`config.mk`:
```
export PLATFORM = sky130hd
export DESIGN_NAME = imem_port_arbiter
export DESIGN_NICKNAME = d
export VERILOG_FILES = /design/src/rtl/imem_port_arbiter.sv
export SDC_FILE = /design/constraint.sdc
export NUM_CORES = 1
export LEC_CHECK = 0
export ABC_AREA = 1
export ABC_CLOCK_PERIOD_IN_PS = 1700
export BUFFER_PORTS_ARGS = -buffer_cell sky130_fd_sc_hd__buf_2
export CELL_PAD_IN_SITES_DETAIL_PLACEMENT = 1
export CELL_PAD_IN_SITES_GLOBAL_PLACEMENT = 2
export CORE_ASPECT_RATIO = 1.2
export CORE_MARGIN = 4
export CORE_UTILIZATION = 20
export DETAILED_ROUTE_END_ITERATION = 8
export PLACE_DENSITY = 0.88
export SLEW_MARGIN = 20
export SYNTH_ARGS = -nofsm -noshare
export SYNTH_HDL_FRONTEND = slang
export SYNTH_SLANG_ARGS = --single-unit
```
`constraint.sdc`:
```
create_clock -name i_clk -period 1.7 [get_ports i_clk]
set_input_delay 0.255 -clock i_clk [delete_from_list [all_inputs] [get_ports i_clk]]
set_output_delay 0.255 -clock i_clk [all_outputs]
set_load 0.05 [all_outputs]
```
`src/rtl/imem_port_arbiter.sv`:
```
// rtl/imem_port_arbiter.sv - fetch/loader arbiter for the instruction memory port; IMEM_ARB_RR_EN selects round-robin conflict arbitration
module imem_port_arbiter #(
  parameter int ADDR_WIDTH   = 10,
  parameter int DATA_WIDTH   = 16,
  parameter int READ_LATENCY = 2
) (
  input  logic                  i_clk,
  input  logic                  i_reset,
  input  logic                  i_f_req,
  input  logic [ADDR_WIDTH-1:0] i_f_addr,
  output logic                  o_f_gnt,
  output logic                  o_f_rvalid,
  output logic [DATA_WIDTH-1:0] o_f_rdata,
  input  logic                  i_l_req,
  input  logic                  i_l_we,
  input  logic [ADDR_WIDTH-1:0] i_l_addr,
  input  logic [DATA_WIDTH-1:0] i_l_wdata,
  output logic                  o_l_gnt,
  output logic                  o_l_rvalid,
  output logic [DATA_WIDTH-1:0] o_l_rdata,
  input  logic                  i_halt,
  output logic                  o_halted,
  output logic [ADDR_WIDTH-1:0] o_mem_addr,
  output logic                  o_mem_we,
  output logic [DATA_WIDTH-1:0] o_mem_wdata,
  input  logic [DATA_WIDTH-1:0] i_mem_rdata
);

  // One stage for the registered address plus READ_LATENCY memory stages.
  localparam int TAG_DEPTH = READ_LATENCY + 1;

  typedef enum logic [1:0] {
    ST_RUN   = 2'd0,
    ST_DRAIN = 2'd1,
    ST_HALT  = 2'd2
  } state_e;

  typedef enum logic [1:0] {
    TAG_NONE = 2'd0,
    TAG_F    = 2'd1,
    TAG_L    = 2'd2
  } tag_e;

  state_e                state_q;
  state_e                state_d;
  tag_e                  tag_q [TAG_DEPTH];
  tag_e                  tag_in;
  logic                  f_gnt;
  logic                  l_gnt;
  logic                  f_eligible;
  logic                  conflict;
  logic                  f_in_flight;
  logic                  f_rvalid;
  logic                  l_rvalid;
  logic [ADDR_WIDTH-1:0] mem_addr_q;
  logic [ADDR_WIDTH-1:0] mem_addr_d;
  logic                  mem_we_q;
  logic                  mem_we_d;
  logic [DATA_WIDTH-1:0] mem_wdata_q;
  logic [DATA_WIDTH-1:0] mem_wdata_d;
`ifdef IMEM_ARB_RR_EN
  // 1: fetch wins the next conflict, 0: loader wins it.
  logic                  rr_f_q;
  logic                  rr_f_d;
`endif

  // Fetch may only compete while the gating FSM is running; nothing is granted in reset.
  assign f_eligible = (state_q == ST_RUN);
  assign conflict   = !i_reset && i_f_req && i_l_req && f_eligible;

  // Combinational grant: at most one requester per cycle, never a deasserted one.
  always_comb begin
    f_gnt = 1'b0;
    l_gnt = 1'b0;
    if (conflict) begin
`ifdef IMEM_ARB_RR_EN
      f_gnt = rr_f_q;
      l_gnt = !rr_f_q;
`else
      l_gnt = 1'b1;
`endif
    end else if (!i_reset) begin
      f_gnt = i_f_req && f_eligible;
      l_gnt = i_l_req;
    end
  end

`ifdef IMEM_ARB_RR_EN
  // The winner of a conflict loses the next one; uncontended grants leave the pointer alone.
  always_comb begin
    rr_f_d = rr_f_q;
    if (conflict) begin
      rr_f_d = l_gnt;
    end
  end

  // Round-robin pointer register, loader favoured out of reset.
  always_ff @(posedge i_clk) begin
    if (i_reset) begin
      rr_f_q <= 1'b0;
    end else begin
      rr_f_q <= rr_f_d;
    end
  end
`endif

  // Next memory command: the granted request, write enable dropped on idle cycles.
  always_comb begin
    mem_addr_d  = mem_addr_q;
    mem_we_d    = 1'b0;
    mem_wdata_d = mem_wdata_q;
    if (l_gnt) begin
      mem_addr_d  = i_l_addr;
      mem_we_d    = i_l_we;
      mem_wdata_d = i_l_we ? i_l_wdata : '0;
    end else if (f_gnt) begin
      mem_addr_d  = i_f_addr;
      mem_wdata_d = '0;
    end
  end

  // Registered memory command port.
  always_ff @(posedge i_clk) begin
    if (i_reset) begin
      mem_addr_q  <= '0;
      mem_we_q    <= 1'b0;
      mem_wdata_q <= '0;
    end else begin
      mem_addr_q  <= mem_addr_d;
      mem_we_q    <= mem_we_d;
      mem_wdata_q <= mem_wdata_d;
    end
  end

  // Owner tag for this cycle's handshake; writes return nothing.
  always_comb begin
    tag_in = TAG_NONE;
    if (l_gnt && !i_l_we) begin
      tag_in = TAG_L;
    end else if (f_gnt) begin
      tag_in = TAG_F;
    end
  end

  // Tag pipeline tracking reads in flight; reset drops any outstanding response.
  always_ff @(posedge i_clk) begin
    if (i_reset) begin
      for (int k = 0; k < TAG_DEPTH; k++) begin
        tag_q[k] <= TAG_NONE;
      end
    end else begin
      tag_q[0] <= tag_in;
      for (int k = 1; k < TAG_DEPTH; k++) begin
        tag_q[k] <= tag_q[k-1];
      end
    end
  end

  // A fetch read still in flight after this cycle (the last stage completes now).
  always_comb begin
    f_in_flight = 1'b0;
    for (int k = 0; k < TAG_DEPTH - 1; k++) begin
      if (tag_q[k] == TAG_F) begin
        f_in_flight = 1'b1;
      end
    end
  end

  // Fetch-gating FSM next state.
  always_comb begin
    state_d = state_q;
    case (state_q)
      ST_RUN: begin
        if (i_halt) begin
          state_d = ST_DRAIN;
        end
      end
      ST_DRAIN: begin
        if (!i_halt) begin
          state_d = ST_RUN;
        end else if (!f_in_flight) begin
          state_d = ST_HALT;
        end
      end
      ST_HALT: begin
        if (!i_halt) begin
          state_d = ST_RUN;
        end
      end
      default: begin
        state_d = ST_RUN;
      end
    endcase
  end

  // Fetch-gating FSM state register.
  always_ff @(posedge i_clk) begin
    if (i_reset) begin
      state_q <= ST_RUN;
    end else begin
      state_q <= state_d;
    end
  end

  // Response steering from the last tag stage; data is zero unless valid.
  always_comb begin
    f_rvalid = !i_reset && (tag_q[TAG_DEPTH-1] == TAG_F);
    l_rvalid = !i_reset && (tag_q[TAG_DEPTH-1] == TAG_L);
  end

  assign o_f_gnt     = f_gnt;
  assign o_l_gnt     = l_gnt;
  assign o_f_rvalid  = f_rvalid;
  assign o_l_rvalid  = l_rvalid;
  assign o_f_rdata   = f_rvalid ? i_mem_rdata : '0;
  assign o_l_rdata   = l_rvalid ? i_mem_rdata : '0;
  assign o_halted    = !i_reset && (state_q == ST_HALT);
  assign o_mem_addr  = mem_addr_q;
  assign o_mem_we    = mem_we_q;
  assign o_mem_wdata = mem_wdata_q;

endmodule

```
# Word level (Yosys, flattened, before mapping)
# Memory sizes are Yosys's and may differ from the RTL's.
# Cells that the tools add are included.
# Widths: inputs -> output; s select.
[op_classes] muxes=26 n_bitwise=4 n_eq_ne=9 n_reduce_logical=14
[ops] op="$mux 16" count=5
[ops] op="$mux 10" count=2
[ops] op="$mux 2" count=8
[ops] op="$mux 1" count=10
[ops] op="$eq 2x1->1 const B" count=4
[ops] op="$logic_and 1x1->1" count=8
[ops] op="$pmux 2 s3" count=1
[ops] op="$eq 2x2->1 const B" count=2
[ops] op="$ne 2x2->1 const B" count=2
[ops] op="$ne 3x3->1 const B" count=1
[ops] op="$or 1x1->1" count=3
[ops] op="$reduce_and 3->1" count=1
[ops] op="$logic_not 1->1" count=2
[ops] op="$logic_not 2->1" count=1
[ops] op="$reduce_bool 2->1" count=1
[ops] op="$reduce_or 2->1" count=1
[ops] op="$not 1->1" count=1
[totals] wordCells=58 in_bits=58 regBits=29 memories=1 ramBits=6
[memory_table] name="tag_q" depth=3 word_bits=2 rd=3 rd_ports_with_merged_regs=0 write_ports=3 line="46" text="tag_e tag_q [TAG_DEPTH];"

# Logic depth before layout (Yosys ltp)
[depth] ltp_word=8 mapped_depth=7

# Worst setup path after synthesis
# Ideal clock, no wire load.
[synth_timing] kind="reg2out" from="memory tag_q[0][5] in the netlist's numbering" to="output o_l_rdata[10]" t_required_ps=1445 n_path_buf=1 arrival_ps=2524 path_slack_ps=-1079 stages_incl_launch_ff=6 cell_sequence="dfxtp_1 -> inv_1 -> nor3_1 -> inv_2 -> buf_2 -> nor2_1"
[synth_lines] element="start, declared" line="46"
[synth_lines] element="end, declared" line="20" text="output logic [DATA_WIDTH-1:0] o_l_rdata,"

==> run metrics <==
status finished clean; Power Total between 0.0015 and 0.002 W; Setup crit end o_l_rdata[5]; Register-to-Register Path Depth 5; clk_skew between 0.01 and 0.015 ns; worst path arrival time ~1.4 ns; CTS tree built; gr usage total between 10% and 20%; mux share of post-synthesis cell area 0%; Nets about 440; cells along the critical path nor3_4, inv_6, nor2_4, buf_2; Mapped Area roughly 1700 sq um; most frequent cells in the layout buf_2, nand2_1, nand3_1, inv_1, dfxtp_1; first-pass GRT wire length about 9500 um; Vias per Instance around 4.1; worst path required time approximately 1.4 ns; post-route clock period utilization roughly 97%; r2r setup slk approximately 0.52 ns; Seq/Total Area, Yosys about 41%; CTS H-Tree Depth 2; Synth-to-Final Area Change 57.0%; antenna fix cells 0; Max-slew headroom about three quarters; clock slew at reported path FFs around 0.080 ns; antenna violation net count after detailed routing 0; total congestion overflow 0; Slew Viols, Final 0; RR Endpoint o_mem_wdata[10]$_SDFFE_PP0P_; Maximum Capacitance Violations 0; Hold Violations, Final 0; slowest CP cell dfxtp_2; WS Path Type register to output pin; DRC 0; Final Util 32.5%; effective utilization at floorplan around a fifth; 1st-iter DRT viols 60; cell count after placement a little under 500; clk buf depth 2; Compound-Gate Fraction of Synth Area around 8%; Final Wtd Congestion between 0.7 and 0.8; post-synthesis simple-gate area fraction 35.5%; vias in the first global route around 2000; YS warnings 0; largest net degree at the start of global routing 23; Setup Viol. Count Final 0; pwr dens between 700 and 800 nW/um^2; RR Startpoint state_q[0]$_SDFFE_PP0P_; Worst IR Drop VDD between 500 and 600 uV; Worst-Skew Late Latency 0.29 ns; Post-Synth Adder-Cell Area 0%; initial antenna violation count 0; clock sinks 35; Seq cells post-synth 35; Leakage around 1.4 nW; row cnt 36; wirelength, routed between 5000 and 6000 um; Post-DP HPWL 4670 um; fill count ~1100; IO buf count ~120; core footprint approximately 8000 sq um; Die Ht 109 um; Mapped Avg Cell Area 6.47 sq um; HP Class input port to register; CP Max Fanout 16; largest family of logic cells by synthesized area simple AND/OR/NAND/NOR gates; Root Driver clkbuf_8; Non-Filler Instances 499; Post-Syn Instances between 200 and 300; highest clock rate ~610 MHz; xor/xnor share of the synthesized area 0%; post-synthesis cell type count 15; WL/cell around 12 um; worst setup path start tag_q[0][4]$_SDFF_PP0_; Syn Nets between 300 and 400; share of layout cells above drive strength 1 approximately 42%; CP peak stage delay 0.34 ns; die area 10000 sq um; startpoint types register; Worst Tran Pin Value 0.390 ns; chip width 92.1 um; IO Count between 100 and 150; routed vias between 2000 and 2500; drt first pass iters 4; cts hold-fix bufs 0; commonest non-fill, non-tap cell in the layout buf_2; total CTS buffers 5; minimum clock period about 1.6 ns; CP Capture Type output pin
-- metal layers --
layer,up-vias,GRT usage (%),wire (um),part of all wire [%]
met1,914,14.7,2670,45
met3,5,4.42,644,11
met4,0,2.87,57,0.96
met2,92,18.5,2560,43
met5,-,0,0,0
li1,1048,-,-,-
-- per-stage QoR --
step                hold WS [ns]  setup TNS, ns  setup slack [ns]  instance area [sq um]
floorplan                  0.327        -0.0441           -0.0253                   1820
global placement           0.405              0             0.283                   2520
detailed placement         0.422              0             0.253                   2520
CTS                        0.106              0           0.00291                   2620
global route               0.131        -0.0225          -0.00868                   2660
finish                     0.121              0            0.0565                   2660
-- worst min-delay path by stage --
stage                     slack, ns                      to              startpoint  cells past startpoint
after floorplan                0.33  tag_q[0][1]$_SDFF_PP0_                  i_l_we                      1
after global placement         0.41  tag_q[0][4]$_SDFF_PP0_  tag_q[0][2]$_SDFF_PP0_                      2
after detailed placement       0.42  tag_q[0][2]$_SDFF_PP0_  tag_q[0][0]$_SDFF_PP0_                      2
after CTS                      0.11  tag_q[0][1]$_SDFF_PP0_                  i_l_we                      2
after global routing           0.13  tag_q[0][1]$_SDFF_PP0_                  i_l_we                      2
final                          0.12  tag_q[0][1]$_SDFF_PP0_                  i_l_we                      2
-- state kept, by name, summed over array words and instances, names as in the netlist --
register and flops:
o_mem_we 1, o_mem_wdata 16, state_q 2, tag_q 6, o_mem_addr 10
-- synth_stat cells --
cell type  number  area share (%)
nor2_4          1            0.66
nand4_1         1            0.37
clkbuf_1        5             1.1
inv_2           2            0.44
buf_2           5             1.5
inv_1          38             8.4
nand3_1        40              12
buf_4           4             1.8
dfxtp_1        35              41
nor3_1          2            0.59
a21oi_1        27             8.0
nand2_2         1            0.37
nand2_1        49              11
nor2_1         49              11
buf_6           3             2.0
-- layout make-up --
type | count | area [sq um] | share of cell area [%]
Clock inverter | 2 | 16.3 | 0.611
Timing Repair Buffer | 132 | 726 | 27.3
Clock buffer | 6 | 82.6 | 3.10
Tap cell | 114 | 143 | 5.36
Sequential cell | 35 | 702 | 26.4
Multi-Input combinational cell | 170 | 838 | 31.5
Inverter | 40 | 155 | 5.83
-- critical path, delay by kind of cell (launching register included) --
family / cells / cell delay (ns)
AND/OR/NAND/NOR: 2 / 0.35
flip-flops: 1 / 0.34
buffers and inverters: 2 / 0.41
-- repair_timing --
item,in CTS,in global routing
buffers inserted,0,1
setup endpoints to repair,0,16
gates resized for setup,0,16
-- where the power goes --
group          switching (W)  total [W]  internal, W  leakage (nW)
clock               0.000330   0.000661     0.000331        0.0474
combinational       0.000303   0.000441     0.000138          1.11
sequential         0.0000181   0.000876     0.000858         0.287
total               0.000650    0.00198      0.00133          1.45
-- cell families after synthesis --
group | Yosys count
buffers and inverters | 57
AO/OA/AOI/OAI | 27
AND/OR/NAND/NOR | 143
flip-flops | 35
No activity file was read; power rests on OpenSTA's default activity.
